## config.mk

```make
export PLATFORM = sky130hd
export DESIGN_NAME = seg7_scan_driver
export DESIGN_NICKNAME = d
export VERILOG_FILES = /design/src/rtl/seg7_pkg.sv /design/src/rtl/seg7_decode.sv /design/src/rtl/seg7_scan_driver.sv
export SDC_FILE = /design/constraint.sdc
export NUM_CORES = 1
export LEC_CHECK = 0
export CAP_MARGIN = 10
export CORE_UTILIZATION = 56
export DETAILED_ROUTE_END_ITERATION = 8
export PLACE_DENSITY_LB_ADDON = 0.3
export REMOVE_ABC_BUFFERS = 1
export SLEW_MARGIN = 40
export SYNTH_ARGS = -nofsm -noshare
export SYNTH_HDL_FRONTEND = slang
export SYNTH_SLANG_ARGS = --single-unit
```

## constraint.sdc

```tcl
create_clock -name clk_i -period 2.75 [get_ports clk_i]
set_input_delay 0.275 -clock clk_i [delete_from_list [all_inputs] [get_ports clk_i]]
set_output_delay 0.275 -clock clk_i [all_outputs]
set_load 0.05 [all_outputs]
```

## src/rtl/seg7_pkg.sv

```systemverilog
// seg7_pkg: shared widths and segment patterns for the seven-segment scan driver.
// Patterns are {g,f,e,d,c,b,a} with a = bit 0, logical 1 = segment lit.
package seg7_pkg;

    localparam int DIGIT_W = 4;
    localparam int SEG_W   = 7;

    localparam logic [SEG_W-1:0] SEG_OFF = 7'h00;
    localparam logic [SEG_W-1:0] SEG_0   = 7'h3F;
    localparam logic [SEG_W-1:0] SEG_1   = 7'h06;
    localparam logic [SEG_W-1:0] SEG_2   = 7'h5B;
    localparam logic [SEG_W-1:0] SEG_3   = 7'h4F;
    localparam logic [SEG_W-1:0] SEG_4   = 7'h66;
    localparam logic [SEG_W-1:0] SEG_5   = 7'h6D;
    localparam logic [SEG_W-1:0] SEG_6   = 7'h7D;
    localparam logic [SEG_W-1:0] SEG_7   = 7'h07;
    localparam logic [SEG_W-1:0] SEG_8   = 7'h7F;
    localparam logic [SEG_W-1:0] SEG_9   = 7'h6F;
    localparam logic [SEG_W-1:0] SEG_A   = 7'h77;
    localparam logic [SEG_W-1:0] SEG_B   = 7'h7C;
    localparam logic [SEG_W-1:0] SEG_C   = 7'h39;
    localparam logic [SEG_W-1:0] SEG_D   = 7'h5E;
    localparam logic [SEG_W-1:0] SEG_E   = 7'h79;
    localparam logic [SEG_W-1:0] SEG_F   = 7'h71;

endpackage

```

## src/rtl/seg7_decode.sv

```systemverilog
// seg7_decode: combinational 4-bit code to active-high seven-segment pattern.
// Ports:
//   code_i  in  DIGIT_W  digit code 0-15
//   seg_o   out SEG_W    {g,f,e,d,c,b,a}; codes 10-15 blank unless DECODE_HEX != 0
import seg7_pkg::*;

module seg7_decode #(
    parameter int DECODE_HEX = 0
) (
    input  logic [DIGIT_W-1:0] code_i,
    output logic [SEG_W-1:0]   seg_o
);

    localparam bit HEX = DECODE_HEX != 0;

    always_comb begin
        seg_o = SEG_OFF;
        case (code_i)
            4'h0: seg_o = SEG_0;
            4'h1: seg_o = SEG_1;
            4'h2: seg_o = SEG_2;
            4'h3: seg_o = SEG_3;
            4'h4: seg_o = SEG_4;
            4'h5: seg_o = SEG_5;
            4'h6: seg_o = SEG_6;
            4'h7: seg_o = SEG_7;
            4'h8: seg_o = SEG_8;
            4'h9: seg_o = SEG_9;
            4'hA: seg_o = HEX ? SEG_A : SEG_OFF;
            4'hB: seg_o = HEX ? SEG_B : SEG_OFF;
            4'hC: seg_o = HEX ? SEG_C : SEG_OFF;
            4'hD: seg_o = HEX ? SEG_D : SEG_OFF;
            4'hE: seg_o = HEX ? SEG_E : SEG_OFF;
            default: seg_o = HEX ? SEG_F : SEG_OFF;
        endcase
    end

endmodule

```

## src/rtl/seg7_scan_driver.sv

```systemverilog
// seg7_scan_driver: time-multiplexed N-digit seven-segment driver with frame-aligned data commit.
// Ports:
//   clk_i         in   1              rising-edge clock
//   reset_i       in   1              asynchronous active-high reset
//   digits_i      in   4*NUM_DIGITS   packed codes, digit 0 = digits_i[3:0], sampled on load_i
//   digit_en_i    in   NUM_DIGITS     per-digit enable, sampled on load_i (0 = slot dark)
//   load_i        in   1              capture strobe into shadow; committed at the next frame wrap
//   blank_i       in   1              live: forces all anodes inactive, scan keeps running
//   seg_o         out  7              registered segment drive {g,f,e,d,c,b,a}
//   an_o          out  NUM_DIGITS     registered one-hot anode drive
//   frame_done_o  out  1              one-cycle pulse when the scan wraps to digit 0
// Build option: define SEG7_LZB_EN for leading-zero blanking of active data.
import seg7_pkg::*;

module seg7_scan_driver #(
    parameter int NUM_DIGITS     = 4,
    parameter int REFRESH_DIV    = 50000,
    parameter int DECODE_HEX     = 0,
    parameter int ACTIVE_LOW_SEG = 0,
    parameter int ACTIVE_LOW_AN  = 0
) (
    input  logic                          clk_i,
    input  logic                          reset_i,
    input  logic [DIGIT_W*NUM_DIGITS-1:0] digits_i,
    input  logic [NUM_DIGITS-1:0]         digit_en_i,
    input  logic                          load_i,
    input  logic                          blank_i,
    output logic [SEG_W-1:0]              seg_o,
    output logic [NUM_DIGITS-1:0]         an_o,
    output logic                          frame_done_o
);

    localparam int DATA_W = DIGIT_W * NUM_DIGITS;
    localparam int IDX_W  = NUM_DIGITS > 1 ? $clog2(NUM_DIGITS) : 1;
    localparam int DIV_W  = REFRESH_DIV > 1 ? $clog2(REFRESH_DIV) : 1;
    localparam logic [SEG_W-1:0]      SEG_POL = ACTIVE_LOW_SEG != 0 ? '1 : '0;
    localparam logic [NUM_DIGITS-1:0] AN_POL  = ACTIVE_LOW_AN != 0 ? '1 : '0;

    logic [DIV_W-1:0]      div_q, div_d;
    logic [IDX_W-1:0]      idx_q, idx_d;
    logic [DATA_W-1:0]     shadow_dig_q, shadow_dig_d;
    logic [NUM_DIGITS-1:0] shadow_en_q, shadow_en_d;
    logic [DATA_W-1:0]     active_dig_q, active_dig_d;
    logic [NUM_DIGITS-1:0] active_en_q, active_en_d;
    logic                  pending_q, pending_d;
    logic [SEG_W-1:0]      seg_q, seg_d;
    logic [NUM_DIGITS-1:0] an_q, an_d;
    logic                  frame_done_q, frame_done_d;

    logic                  tc, wrap;
    logic [NUM_DIGITS-1:0] lit_en;
    logic [DIGIT_W-1:0]    cur_code;
    logic                  cur_en;
    logic [NUM_DIGITS-1:0] cur_hot;
    logic [SEG_W-1:0]      cur_seg;

    // Scan counters and frame-aligned commit of shadow data
    always_comb begin
        tc           = div_q == DIV_W'(REFRESH_DIV - 1);
        wrap         = tc && idx_q == IDX_W'(NUM_DIGITS - 1);
        div_d        = tc ? '0 : div_q + DIV_W'(1);
        idx_d        = wrap ? '0 : tc ? idx_q + IDX_W'(1) : idx_q;
        shadow_dig_d = load_i ? digits_i : shadow_dig_q;
        shadow_en_d  = load_i ? digit_en_i : shadow_en_q;
        // A load landing on the wrap edge bypasses the shadow so it is not delayed a whole frame
        active_dig_d = wrap && load_i ? digits_i : wrap && pending_q ? shadow_dig_q : active_dig_q;
        active_en_d  = wrap && load_i ? digit_en_i : wrap && pending_q ? shadow_en_q : active_en_q;
        pending_d    = wrap ? 1'b0 : load_i ? 1'b1 : pending_q;
        frame_done_d = wrap;
    end

`ifdef SEG7_LZB_EN
    logic                  lz_run;
    logic [NUM_DIGITS-1:0] lz_mask;

    // Walk down from the top digit; a slot is blanked while every digit from it upward is zero
    always_comb begin
        lz_run  = 1'b1;
        lz_mask = '0;
        for (int i = NUM_DIGITS - 1; i >= 1; i--) begin
            lz_run     = lz_run && active_dig_q[i*DIGIT_W +: DIGIT_W] == '0;
            lz_mask[i] = lz_run;
        end
    end

    assign lit_en = active_en_q & ~lz_mask;
`else
    assign lit_en = active_en_q;
`endif

    // Select the digit under the scan pointer
    always_comb begin
        cur_code = '0;
        cur_en   = 1'b0;
        cur_hot  = '0;
        for (int i = 0; i < NUM_DIGITS; i++) begin
            if (idx_q == IDX_W'(i)) begin
                cur_code   = active_dig_q[i*DIGIT_W +: DIGIT_W];
                cur_en     = lit_en[i];
                cur_hot[i] = 1'b1;
            end
        end
    end

    seg7_decode #(
        .DECODE_HEX(DECODE_HEX)
    ) u_decode (
        .code_i(cur_code),
        .seg_o (cur_seg)
    );

    // Polarity is applied only here so the decoder stays active-high
    always_comb begin
        seg_d = (cur_en ? cur_seg : SEG_OFF) ^ SEG_POL;
        an_d  = (cur_en && !blank_i ? cur_hot : '0) ^ AN_POL;
    end

    always_ff @(posedge clk_i or posedge reset_i) begin
        if (reset_i) begin
            div_q        <= '0;
            idx_q        <= '0;
            shadow_dig_q <= '0;
            shadow_en_q  <= '0;
            active_dig_q <= '0;
            active_en_q  <= '0;
            pending_q    <= 1'b0;
            seg_q        <= SEG_OFF ^ SEG_POL;
            an_q         <= AN_POL;
            frame_done_q <= 1'b0;
        end else begin
            div_q        <= div_d;
            idx_q        <= idx_d;
            shadow_dig_q <= shadow_dig_d;
            shadow_en_q  <= shadow_en_d;
            active_dig_q <= active_dig_d;
            active_en_q  <= active_en_d;
            pending_q    <= pending_d;
            seg_q        <= seg_d;
            an_q         <= an_d;
            frame_done_q <= frame_done_d;
        end
    end

    assign seg_o        = seg_q;
    assign an_o         = an_q;
    assign frame_done_o = frame_done_q;

endmodule

```

==> impl_metrics.py, run 1 <==
metrics = {
    "setup_path": {
        "worst_setup_path_start_kind": "flip-flop",
        "worstSetupEndpointType": "flip-flop",
        "cp.arrival_ns": 2.68,
        "crit_type": "reg -> reg",
        "r2r_slack_ns": 0.29,
        "path_max_fanout": 15,
        "required_ns": 2.97,
    },
    "clock_network": {
        "postCtsSetupRepairBufs": 0,
        "clk_latency_ns": 0.34,
        "clk_pin_slew_ns": 0.08,
        "ctsHoldBuffers": 0,
        "ctsLongestPathBuffers": 2,
        "cts.sinks": 71,
        "postCtsResizedCells": 0,
        "cts_buffers": 9,
        "htree_levels": 3,
        "cts_tree": "built",
        "cts_root_buf": "clkbuf_8",
    },
    "timing": {
        "fin_setup_tns_ns": 0,
        "fin_skew_ns": 0.0112,
        "setup_viol": 0,
        "fmax_mhz": 407,
        "fin_crit_sh_pct": 89.3,
        "maxSlewViolCount": 0,
        "worst-slew-pin-transition_ns": 0.679,
        "slew_headroom_pct": 54.7,
        "finalHoldViolCount": 0,
        "rsz0062_at_grt": "false",
        "period_minus_slack_ns": 2.46,
        "setup_ws_ns": 0.293,
    },
    "final_layout": {
        "finalNetCount": 324,
        "final_common_cell": "dfrtp_1",
        "diodes": 0,
        "multi_input_area_sq_um": 1330,
        "final_cell_mix": "71 x dfrtp_1, 35 x clkdlybuf4s50_1, 20 x mux2_2, 20 x mux2_4, 19 x nor2_1",
        "layout.area.seq_sq_um": 1780,
        "fillers": 368,
        "area.growth.synth_to_final_pct": 21.1,
        "drive_gt1_share_pct": 23.8,
    },
    "synthesis": {
        "synth-xor-area-share_pct": 3.85,
        "ys_ff_latch": 71,
        "yosysTopAreaCellShare_pct": 55.8,
        "yosysSeqAreaShare_pct": 55.8,
        "synth_edf_count": 0,
        "ys.flop_type": "dfrtp_1",
        "synth_adder_area_share_pct": 3.93,
        "synth_simple_gate_area_share_pct": 11.4,
        "synth_top_family_by_area": "multiplexers",
        "synth_warnings": 0,
        "ys_async_sr_fraction_pct": 100,
        "yosysTopAreaCell": "dfrtp_1",
        "synth_area_per_cell_sq_um": 13.0,
        "synth_area_sq_um": 3180,
        "synth_cell_types": 42,
        "muxShareOfSynthArea_pct": 17.1,
        "synth_cells": 244,
        "synth_area_leaders": "dfrtp_1 56%, mux2_4 9.4%, mux2_2 7.1%",
        "synth-compound-area-share_pct": 5.58,
    },
    "placement": {
        "gp_congestion": 0.784,
        "portBuffers": 35,
        "dp_hpwl_um": 3840,
        "place_ws_ns": 0.320,
    },
    "power_and_ir_drop": {
        "p_int_mw": 1.66,
        "vdd_drop_max_uv": 376,
        "sw_frac_of_total_pct": 20.0,
        "power_density_nw_per_um2": 539,
        "seqPwrFrac_pct": 52.0,
        "combPwrFrac_pct": 5.2,
        "power.switching_mw": 0.416,
        "power_mw": 2.08,
        "p_leak_nw": 1.76,
        "clkPwrFrac_pct": 42.8,
    },
    "global_routing": {
        "grt_start_max_net_pins": 41,
        "grt_util_all_layers_pct": 21.3,
        "overflow": 0,
        "antenna_found_initial": 0,
        "grt_pass1_vias": 1936,
        "grt_pass1_wl_um": 9380,
    },
    "drt": {
        "ant_nets": 0,
        "vias_per_cell": 5.34,
        "drt_iter0_drc": 74,
        "wl_per_cell_um": 15.1,
        "remaining_drc_errors": 0,
        "via_count": 1954,
        "drt_wl_total_um": 5530,
        "firstDrtPassIters": 4,
    },
    "run_status": {
        "outcome": "finished clean",
    },
    "floorplanning": {
        "die_y_um": 77.4,
        "rows": 27,
        "io_pins": 36,
        "core_sq_um": 5510,
        "die_area_sq_um": 5990,
        "fp.dieW_um": 77.4,
        "initial_core_util_pct": 57.8,
    },
    "job": {
        "max-cap-violations": 0,
    },
    "min_path": {
        "hold_path.class": "in -> async",
    },
}
==> power by group through the flow <==
stage / sequential [mW] / clock (mW) / combinational [mW]
2_1_floorplan: 1.10 / 0 / 0.0534
3_3_place_gp: 1.10 / 0 / 0.108
6_report: 1.08 / 0.889 / 0.107
3_5_place_dp: 1.10 / 0 / 0.110
4_1_cts: 1.08 / 0.904 / 0.110
5_1_grt: 1.08 / 0.947 / 0.119
==> cell families after synthesis <==
| logic type | Yosys count |
|---|---|
| flip-flops | 71 |
| AND/OR/NAND/NOR | 68 |
| multiplexers | 42 |
| AO/OA/AOI/OAI | 24 |
| buffers and inverters | 15 |
| XOR/XNOR | 14 |
| adder cells (fa/ha/maj) | 10 |
==> path summary, 6_finish.rpt <==
check,start,to,cells after the start
setup / recovery,div_q[0],active_dig_q[8],7
hold / removal,reset_i,seg_o[4],2
setup reg to reg,div_q[0],active_dig_q[8],7
hold reg to reg,div_q[0],div_q[0],1
max in group asynchronous,reset_i,div_q[0],3
min in group clk_i,div_q[0],div_q[0],1
==> final cells by class <==
cell class / instances / share of cell area, %
clock buffers: 11 / 3.67
clock inverters: 4 / 1.82
inverters: 9 / 0.877
multi-input cells: 158 / 34.6
flip-flops and latches: 71 / 46.1
well taps: 72 / 2.34
repair buffers: 41 / 10.6
==> registers in the layout, indices dropped and copies added (netlist names) <==
signal and flops:
shadow_en_q 4, seg_o 7, active_en_q 4, active_dig_q 16, div_q 16, idx_q 2
shadow_dig_q 16, an_o 4, frame_done_o 1, pending_q 1
==> synthesized netlist by cell type (4+ instances only) <==
cell	instances
mux2_4	20
nand3_1	6
nand4_1	4
xor2_1	7
a21oi_1	4
inv_1	8
clkbuf_1	4
nand2_1	18
and2_1	4
nor2_1	19
xnor2_1	7
dfrtp_1	71
mux2_2	20
ha_1	10
==> through the flow <==
step | hold WS, ns | area [sq um] | utilization, % | instances
4_1_cts | 0.360 | 3850 | 70.0 | 366
3_5_place_dp | 0.450 | 3640 | 66.1 | 351
3_3_place_gp | 0.434 | 3640 | 66.1 | 351
2_1_floorplan | 0.341 | 3140 | - | 238
6_report | 0.354 | 3850 | 70.0 | 366
5_1_grt | 0.400 | 3850 | 70.0 | 366
==> metal layers <==
layer  GRT usage [%]  share of wire (%)  vias up
met1            25.6                 44      964
li1                -                  -      938
met3            5.41                3.4       12
met2            35.4                 50       40
met5               0                  0        -
met4            10.8                1.9        0
==> critical path, stage by stage, from the launching register on <==
cell and delay (ns):
dfrtp_1 0.36, ha_1 0.25, nand3_2 0.11, or4_4 0.51
nor3_4 0.21, nor3b_4 0.23, buf_4 0.32, mux2_4 0.34
Power figures use the tool's default switching activity.
==> inputs of run 2 (changes only) <==
SETUP_SLACK_MARGIN = 0.3   (was default)
clock period = 2.7 ns   (was 2.75 ns; I/O delays follow)
==> impl_metrics.py, run 2 (synthesis gave the netlist of run 1 again) <==
metrics = {
    "timing": {
        "setup_ws_ns": 0.399,
        "finalHoldViolCount": 0,
        "setup_viol": 0,
        "rsz0062_at_grt": "false",
        "fin_crit_sh_pct": 85.2,
        "maxSlewViolCount": 0,
        "fmax_mhz": 435,
        "worst-slew-pin-transition_ns": 0.672,
        "period_minus_slack_ns": 2.30,
        "hold_slack_ns": 0.349,
        "fin_skew_ns": 0.00831,
        "slew_headroom_pct": 55.1,
    },
    "global_routing": {
        "grt_pass1_wl_um": 9550,
        "antenna_found_initial": 0,
        "grt-busiest-layer": "met2",
        "grt.met3_usage_pct": 4.12,
        "overflow": 0,
        "grt_start_max_net_pins": 41,
        "grt_pass1_vias": 2050,
        "use_met2_pct": 36.1,
        "use_met1_pct": 25.4,
        "grt_util_all_layers_pct": 21.3,
    },
    "final_layout": {
        "final_area_sq_um": 3910,
        "layout.area.seq_sq_um": 1780,
        "top_regs": "active_dig_q: 16 flops, div_q: 16 flops, shadow_dig_q: 16 flops",
        "diodes": 0,
        "final_cell_mix": "71 x dfrtp_1, 35 x clkdlybuf4s50_1, 20 x mux2_2, 20 x mux2_4, 19 x nor2_1",
        "finalNetCount": 328,
        "utilization_pct": 71.1,
        "area.growth.synth_to_final_pct": 23.0,
        "final_common_cell": "dfrtp_1",
        "drive_gt1_share_pct": 25.1,
        "fillers": 360,
        "multi_input_area_sq_um": 1350,
    },
    "setup_path": {
        "required_ns": 2.93,
        "worstSetupEndpointType": "flip-flop",
        "worst_setup_path_start_kind": "flip-flop",
        "crit_buf_inv": 1,
        "regToRegEndpoint": "active_dig_q[10]",
        "path_max_fanout": 5,
        "cpPeakStageDelay_ns": 0.45,
        "critPathSlowestCell": "or4_4",
        "r2r_cells": 7,
        "regToRegStartpoint": "div_q[0]",
        "crit_type": "reg -> reg",
        "r2r_slack_ns": 0.40,
        "cpLargestDelayFamily": "simple AND/OR/NAND/NOR gates",
        "cp.arrival_ns": 2.53,
        "path_cells": "ha_4 > nand3_2 > or4_4 > nor3_4 > nor3b_4 > buf_4 > mux2_4",
    },
    "power_and_ir_drop": {
        "power_density_nw_per_um2": 519,
        "vdd_drop_max_uv": 332,
        "p_leak_nw": 1.78,
    },
    "min_path": {
        "hold_path.class": "in -> async",
    },
    "drt": {
        "firstDrtPassIters": 4,
        "ant_nets": 0,
        "wl_per_cell_um": 14.9,
        "drt_iter0_drc": 89,
        "drt_wl_total_um": 5540,
        "remaining_drc_errors": 0,
        "vias_per_cell": 5.39,
        "via_count": 2001,
    },
    "clock_network": {
        "cts.sinks": 71,
        "cts_root_buf": "clkbuf_8",
        "ctsHoldBuffers": 0,
        "clk_pin_slew_ns": 0.07,
        "ctsLongestPathBuffers": 2,
        "cts_tree": "built",
        "clk_latency_ns": 0.35,
        "htree_levels": 3,
        "cts_buffers": 9,
    },
    "placement": {
        "portBuffers": 35,
        "dpl-instance-area_sq_um": 3670,
        "place_ws_ns": 0.377,
        "dp_hpwl_um": 3840,
        "gp_congestion": 0.781,
    },
    "floorplanning": {
        "core_sq_um": 5510,
        "die_area_sq_um": 5990,
        "fp.dieW_um": 77.4,
        "rows": 27,
        "die_y_um": 77.4,
        "io_pins": 36,
        "initial_core_util_pct": 57.8,
    },
    "run_status": {
        "outcome": "finished clean",
    },
    "job": {
        "max-cap-violations": 0,
    },
}
run 2: power breakdown:
| group | switching, mW | leakage [nW] | internal, mW |
|---|---|---|---|
| registers | 0.00690 | 0.927 | 1.09 |
| clock network | 0.370 | 0.0936 | 0.451 |
| logic | 0.0487 | 0.755 | 0.0620 |
run 2: worst max path at each step:
stage | start | to | slack, ns | cells past startpoint
after floorplan | div_q[0] | active_dig_q[0] | -0.29 | 6
after global placement | div_q[0] | active_dig_q[4] | 0.43 | 7
after detailed placement | div_q[0] | active_dig_q[11] | 0.38 | 7
after CTS | div_q[0] | active_dig_q[11] | 0.35 | 7
after global routing | div_q[1] | active_dig_q[10] | 0.31 | 7
final | div_q[0] | active_dig_q[10] | 0.40 | 7
run 2: through the flow:
| step | instances | TNS (ns) | power (mW) |
|---|---|---|---|
| 2_1_floorplan | 238 | -5.78 | 1.17 |
| 3_3_place_gp | 353 | 0 | 1.23 |
| 3_5_place_dp | 353 | 0 | 1.23 |
| 4_1_cts | 369 | 0 | 2.05 |
| 5_1_grt | 371 | 0 | 2.11 |
| 6_report | 371 | 0 | 2.03 |
run 2: repair_timing:
action / in CTS / in global routing
buffers inserted: 0 / 1
endpoints found under the setup margin: 0 / 25
gates resized for setup: 0 / 3
run 2: worst reg2reg max path, cell delays in order (launching register included):
cell     delay, ns
dfrtp_1       0.40
ha_4          0.17
nand3_2       0.09
or4_4         0.45
nor3_4        0.20
nor3b_4       0.33
buf_4         0.23
mux2_4        0.31
run 2: area by class of cell:
class                           instances  area share, %
Sequential cell                        71           45.4
Inverter                                9          0.863
Multi-Input combinational cell        158           34.6
Tap cell                               72           2.30
Clock inverter                          3           1.09
Clock buffer                           13           3.81
Timing Repair Buffer                   45           12.0
run 2: routing by layer:
metal | part of all wire (%) | vias to the layer above
met3 | 3.3 | 11
li1 | - | 955
met1 | 45 | 988
met4 | 1.8 | 0
met5 | 0 | -
met2 | 50 | 47
==> inputs of run 3 (changes only) <==
CORE_ASPECT_RATIO = 0.5   (was default)
REMOVE_ABC_BUFFERS = default   (was 1)
==> impl_metrics.py, run 3 (synthesis gave the netlist of run 1 again) <==
metrics = {
    "global_routing": {
        "overflow": 0,
        "grt_pass1_wl_um": 10200,
        "grt_pass1_vias": 2119,
        "antenna_found_initial": 0,
        "grt_start_max_net_pins": 37,
        "grt_util_all_layers_pct": 23.1,
    },
    "setup_path": {
        "crit_buf_inv": 2,
        "critPathSlowestCell": "or4_4",
        "cpPeakStageDelay_ns": 0.52,
        "cp.arrival_ns": 2.56,
        "cpLargestDelayFamily": "simple AND/OR/NAND/NOR gates",
        "r2r_cells": 8,
        "path_max_fanout": 5,
        "r2r_slack_ns": 0.35,
        "required_ns": 2.92,
        "worstSetupEndpointType": "flip-flop",
        "worst_setup_path_start_kind": "flip-flop",
        "crit_type": "reg -> reg",
        "regToRegEndpoint": "active_en_q[2]",
        "path_cells": "ha_4 > nand3_2 > or4_4 > nor3_4 > nor3b_4 > buf_4 > buf_6 > mux2_4",
        "regToRegStartpoint": "div_q[0]",
    },
    "clock_network": {
        "htree_levels": 3,
        "ctsLongestPathBuffers": 2,
        "cts_tree": "built",
        "cts_buffers": 9,
        "cts.sinks": 71,
        "cts_root_buf": "clkbuf_16",
        "clk_latency_ns": 0.33,
        "clk_pin_slew_ns": 0.05,
    },
    "final_layout": {
        "final_cell_mix": "71 x dfrtp_1, 35 x clkdlybuf4s50_1, 20 x mux2_2, 20 x mux2_4, 19 x nor2_1",
        "top_regs": "active_dig_q: 16 flops, div_q: 16 flops, shadow_dig_q: 16 flops",
        "finalNetCount": 329,
        "drive_gt1_share_pct": 27.0,
        "diodes": 0,
        "area.growth.synth_to_final_pct": 26.2,
        "final_common_cell": "dfrtp_1",
    },
    "power_and_ir_drop": {
        "combPwrFrac_pct": 4.8,
        "vdd_drop_max_uv": 366,
        "power_density_nw_per_um2": 576,
        "power_mw": 2.31,
        "sw_frac_of_total_pct": 21.3,
        "seqPwrFrac_pct": 47.7,
        "p_int_mw": 1.82,
        "clkPwrFrac_pct": 47.6,
        "power.switching_mw": 0.492,
        "p_leak_nw": 1.82,
    },
    "floorplanning": {
        "core_sq_um": 5180,
        "die_area_sq_um": 6010,
        "die_y_um": 55.3,
        "initial_core_util_pct": 61.4,
        "fp.dieW_um": 109,
        "io_pins": 36,
        "rows": 18,
    },
    "run_status": {
        "outcome": "finished clean",
    },
    "timing": {
        "fmax_mhz": 426,
        "fin_skew_ns": 0.00556,
        "fin_crit_sh_pct": 86.9,
        "finalHoldViolCount": 0,
        "setup_viol": 0,
        "slew_headroom_pct": 52.9,
        "setup_ws_ns": 0.354,
        "fin_setup_tns_ns": 0,
        "rsz0062_at_grt": "false",
        "maxSlewViolCount": 0,
        "worst-slew-pin-transition_ns": 0.705,
        "period_minus_slack_ns": 2.35,
    },
    "drt": {
        "vias_per_cell": 5.53,
        "remaining_drc_errors": 0,
        "firstDrtPassIters": 6,
        "ant_nets": 0,
        "route.top_layer_used": "met4",
        "wl_met3_um": 322,
        "drt_iter0_drc": 44,
        "wl_met2_um": 3270,
        "drt_wl_total_um": 6460,
        "drt-met1-wl_um": 2720,
        "wl_per_cell_um": 17.5,
        "via_count": 2045,
    },
    "placement": {
        "gp_congestion": 0.829,
        "dp_hpwl_um": 4060,
        "place_ws_ns": 0.355,
        "portBuffers": 35,
    },
    "min_path": {
        "hold_path.class": "in -> async",
    },
    "job": {
        "max-cap-violations": 0,
    },
    "synthesis": {
        "syn_nets": 278,
    },
}
run 3: changes by cell type in the layout (fill, tap and decap cells not counted), moves of 2 or more:
cell / delta
clkbuf_16: +9
clkbuf_8: -8
clkbuf_1: -3
clkinvlp_4: +2
run 3: layout make-up:
cell class              instances  area [sq um]
inverters                       9          33.8
well taps                      70          87.6
clock inverters                 5          32.5
repair buffers                 46           467
flip-flops and latches         71          1780
clock buffers                  11           253
fillers                       298          1160
multi-input cells             158          1370
run 3: worst max-delay path by stage:
stage / startpoint / cells past startpoint / slack [ns] / end
2_1_floorplan: div_q[0] / 7 / 0.44 / active_dig_q[0]
3_3_place_gp: div_q[0] / 7 / 0.43 / active_dig_q[10]
3_5_place_dp: div_q[0] / 7 / 0.36 / active_dig_q[10]
4_1_cts: idx_q[0] / 8 / 0.31 / seg_o[3]
5_1_grt: div_q[0] / 8 / 0.25 / active_dig_q[0]
6_report: div_q[0] / 8 / 0.35 / active_en_q[2]
run 3: repair_timing:
action                     CTS  global route
hold buffers                 0             0
setup endpoints to repair    0            25
buffers inserted             0             3
gates resized for setup      0             5
run 3: metrics by stage:
step                      std cells  hold WS (ns)  utilization [%]  area (sq um)
final                           370         0.382             77.5          4020
after global routing            370         0.486             77.5          4020
after CTS                       365         0.406             75.8          3930
after detailed placement        349         0.452             70.3          3640
after global placement          349         0.435             70.3          3640
after floorplan                 244         0.336                -          3180
run 3: power groups by stage:
stage          Combinational, mW  Sequential, mW  Clock (mW)
2_1_floorplan             0.0586            1.12           0
3_3_place_gp               0.107            1.12           0
3_5_place_dp               0.111            1.12           0
4_1_cts                    0.113            1.10        1.12
5_1_grt                    0.121            1.10        1.17
6_report                   0.111            1.10        1.10
run 3: routing by layer:
layer	vias to the layer above	global-route usage, %
met5	-	0
met4	0	7.92
met3	16	7.67
met2	52	38.1
met1	1025	28.6
li1	952	-
==> variant (settings of run 2) <==
The parameter `NUM_DIGITS` goes from 4 to 8. Comments in the files are not updated.
--- a/src/rtl/seg7_scan_driver.sv
+++ b/src/rtl/seg7_scan_driver.sv
@@ -15,3 +15,3 @@
 module seg7_scan_driver #(
-    parameter int NUM_DIGITS     = 4,
+    parameter int NUM_DIGITS     = 8,
     parameter int REFRESH_DIV    = 50000,
Interface: changed (resized an_o, digit_en_i and digits_i); port bits go from 36 to 60. The function was not compared with the original's and may differ.
==> variant against run 2 <==
The run now ends with DRC left. Largest power group is now the clock network. Wire length grew 110%. Clock skew grew 0.0047 ns. Area after synthesis grew 62%. Power grew 110%. First-iteration DRC count grew 120%. Critical endpoint is now seg_o[0]$_DFF_PP0_. Combinational power grew to 2.8 times the old value. Design area grew 72%. Setup slack lost 0.18 ns. Largest cell class unchanged. Count of clock-buffer cells in the layout grew 8. Sequential cell count grew 45. Highest routed layer unchanged. Synthesized cell count grew 70%. Final cell count grew 67%.
==> variant: results <==
{
  "status": "finished with violations",
  "failed_checks": "DRC",
  "drive_gt1_share_pct": 33.5,
  "rrSetupSlack_ns": 0.22,
  "grt_max_degree": 53,
  "route.detailed.drc": 7,
  "globalplace.congestion": 0.935,
  "htree_levels": 4,
  "drt-vias-per-instance": 5.80,
  "yosysSeqAreaShare_pct": 56.3,
  "cts_buffers": 17,
  "finalNetCount": 554,
  "dp_cells": 574,
  "nFillCells": 516,
  "synthTopCellsByArea": "dfrtp_1 (56%), mux2_2 (17%), ha_1 (2.9%), nand2_1 (1.9%), nor2_1 (1.5%)",
  "syn_inst": 415,
  "finClkSkew_ns": 0.0130,
  "drt_iter0_drc": 192,
  "arrival_ns": 2.87,
  "clkLatencyLatePin_ns": 0.51,
  "reg_top3": "active_dig_q: 32 flops, shadow_dig_q: 32 flops, div_q: 16 flops",
  "path_clk_slew_ns": 0.05,
  "cp_max_fo": 6,
  "internal_power_mw": 3.41,
  "peakVddDrop_uv": 444,
  "dr.pass1.iters": 6,
  "crit_start": "idx_q[0]$_DFFE_PP0P_"
}
[variant: cell types whose count changed after synthesis, moves of 4 or more]
cell / delta
nor2b_1: +4
mux2_2: +58
nor3_1: +4
a221oi_1: +4
nor2_2: +4
nand2_1: +8
a21oi_1: +10
buf_2: +10
dfrtp_1: +45
o21ai_0: +4
mux2_4: -20
inv_1: +9
buf_1: +4
[variant: per-stage QoR]
step	utilization (%)	power (mW)	setup slack (ns)	instance area, sq um	hold slack, ns
after floorplan	-	2.04	-1.91	5040	0.336
after global placement	66.9	2.17	0.249	5890	0.463
after detailed placement	66.9	2.18	0.152	5890	0.483
after CTS	75.1	4.33	0.295	6610	0.143
after global routing	76.4	4.46	0.170	6730	0.162
final	76.4	4.32	0.217	6730	0.138
[variant: per-layer routing]
metal | part of all wire, % | track usage [%] | up-vias
li1 | - | - | 1616
met1 | 40 | 30.9 | 1807
met2 | 53 | 43.3 | 134
met3 | 5.1 | 6.16 | 25
met4 | 1.8 | 8.97 | 0
met5 | 0 | 0 | -
[variant: final cells by class]
class | instances | area share (%)
clock buffer | 21 | 6.53
clock inverter | 10 | 1.97
inverter | 18 | 1.04
multi-input combinational | 260 | 33.0
sequential | 116 | 43.1
tap | 108 | 2.01
timing repair buffer | 85 | 12.3
[variant: power by group through the flow]
stage	logic [mW]	clock network [mW]	registers, mW
finish	0.307	2.15	1.86
global route	0.333	2.26	1.87
CTS	0.303	2.17	1.86
detailed placement	0.291	0	1.89
global placement	0.284	0	1.88
floorplan	0.147	0	1.89
[variant: what timing repair did]
item / 4_1_cts / 5_1_grt
hold buffers: 0 / 0
gates cloned: 1 / 1
pin swaps: 9 / 13
buffers inserted: 9 / 2
endpoints found under the setup margin: 14 / 50
gates resized for setup: 17 / 25
endpoints found under the hold margin: 0 / 0
[variant: worst max-delay path, cell delays in order, from the launching register on]
cell	delay (ns)
dfrtp_1	0.42
buf_6	0.15
ha_4	0.18
buf_6	0.13
nand3b_1	0.19
a221oi_2	0.23
o22ai_1	0.12
a21o_1	0.22
buf_4	0.15
ha_1	0.18
and2_4	0.13
o31ai_1	0.27
[variant: logic make-up (layout without fill, tap and decap cells)]
kind of cell	Yosys count	after routing	share of synthesized area (%)
multiplexers	82	82	17.9
AND/OR/NAND/NOR	100	100	10.5
XOR/XNOR	11	11	1.87
adder cells (fa/ha/maj)	12	12	2.91
buffers and inverters	39	134	3.45
flip-flops	116	116	56.3
AO/OA/AOI/OAI	55	55	7.09
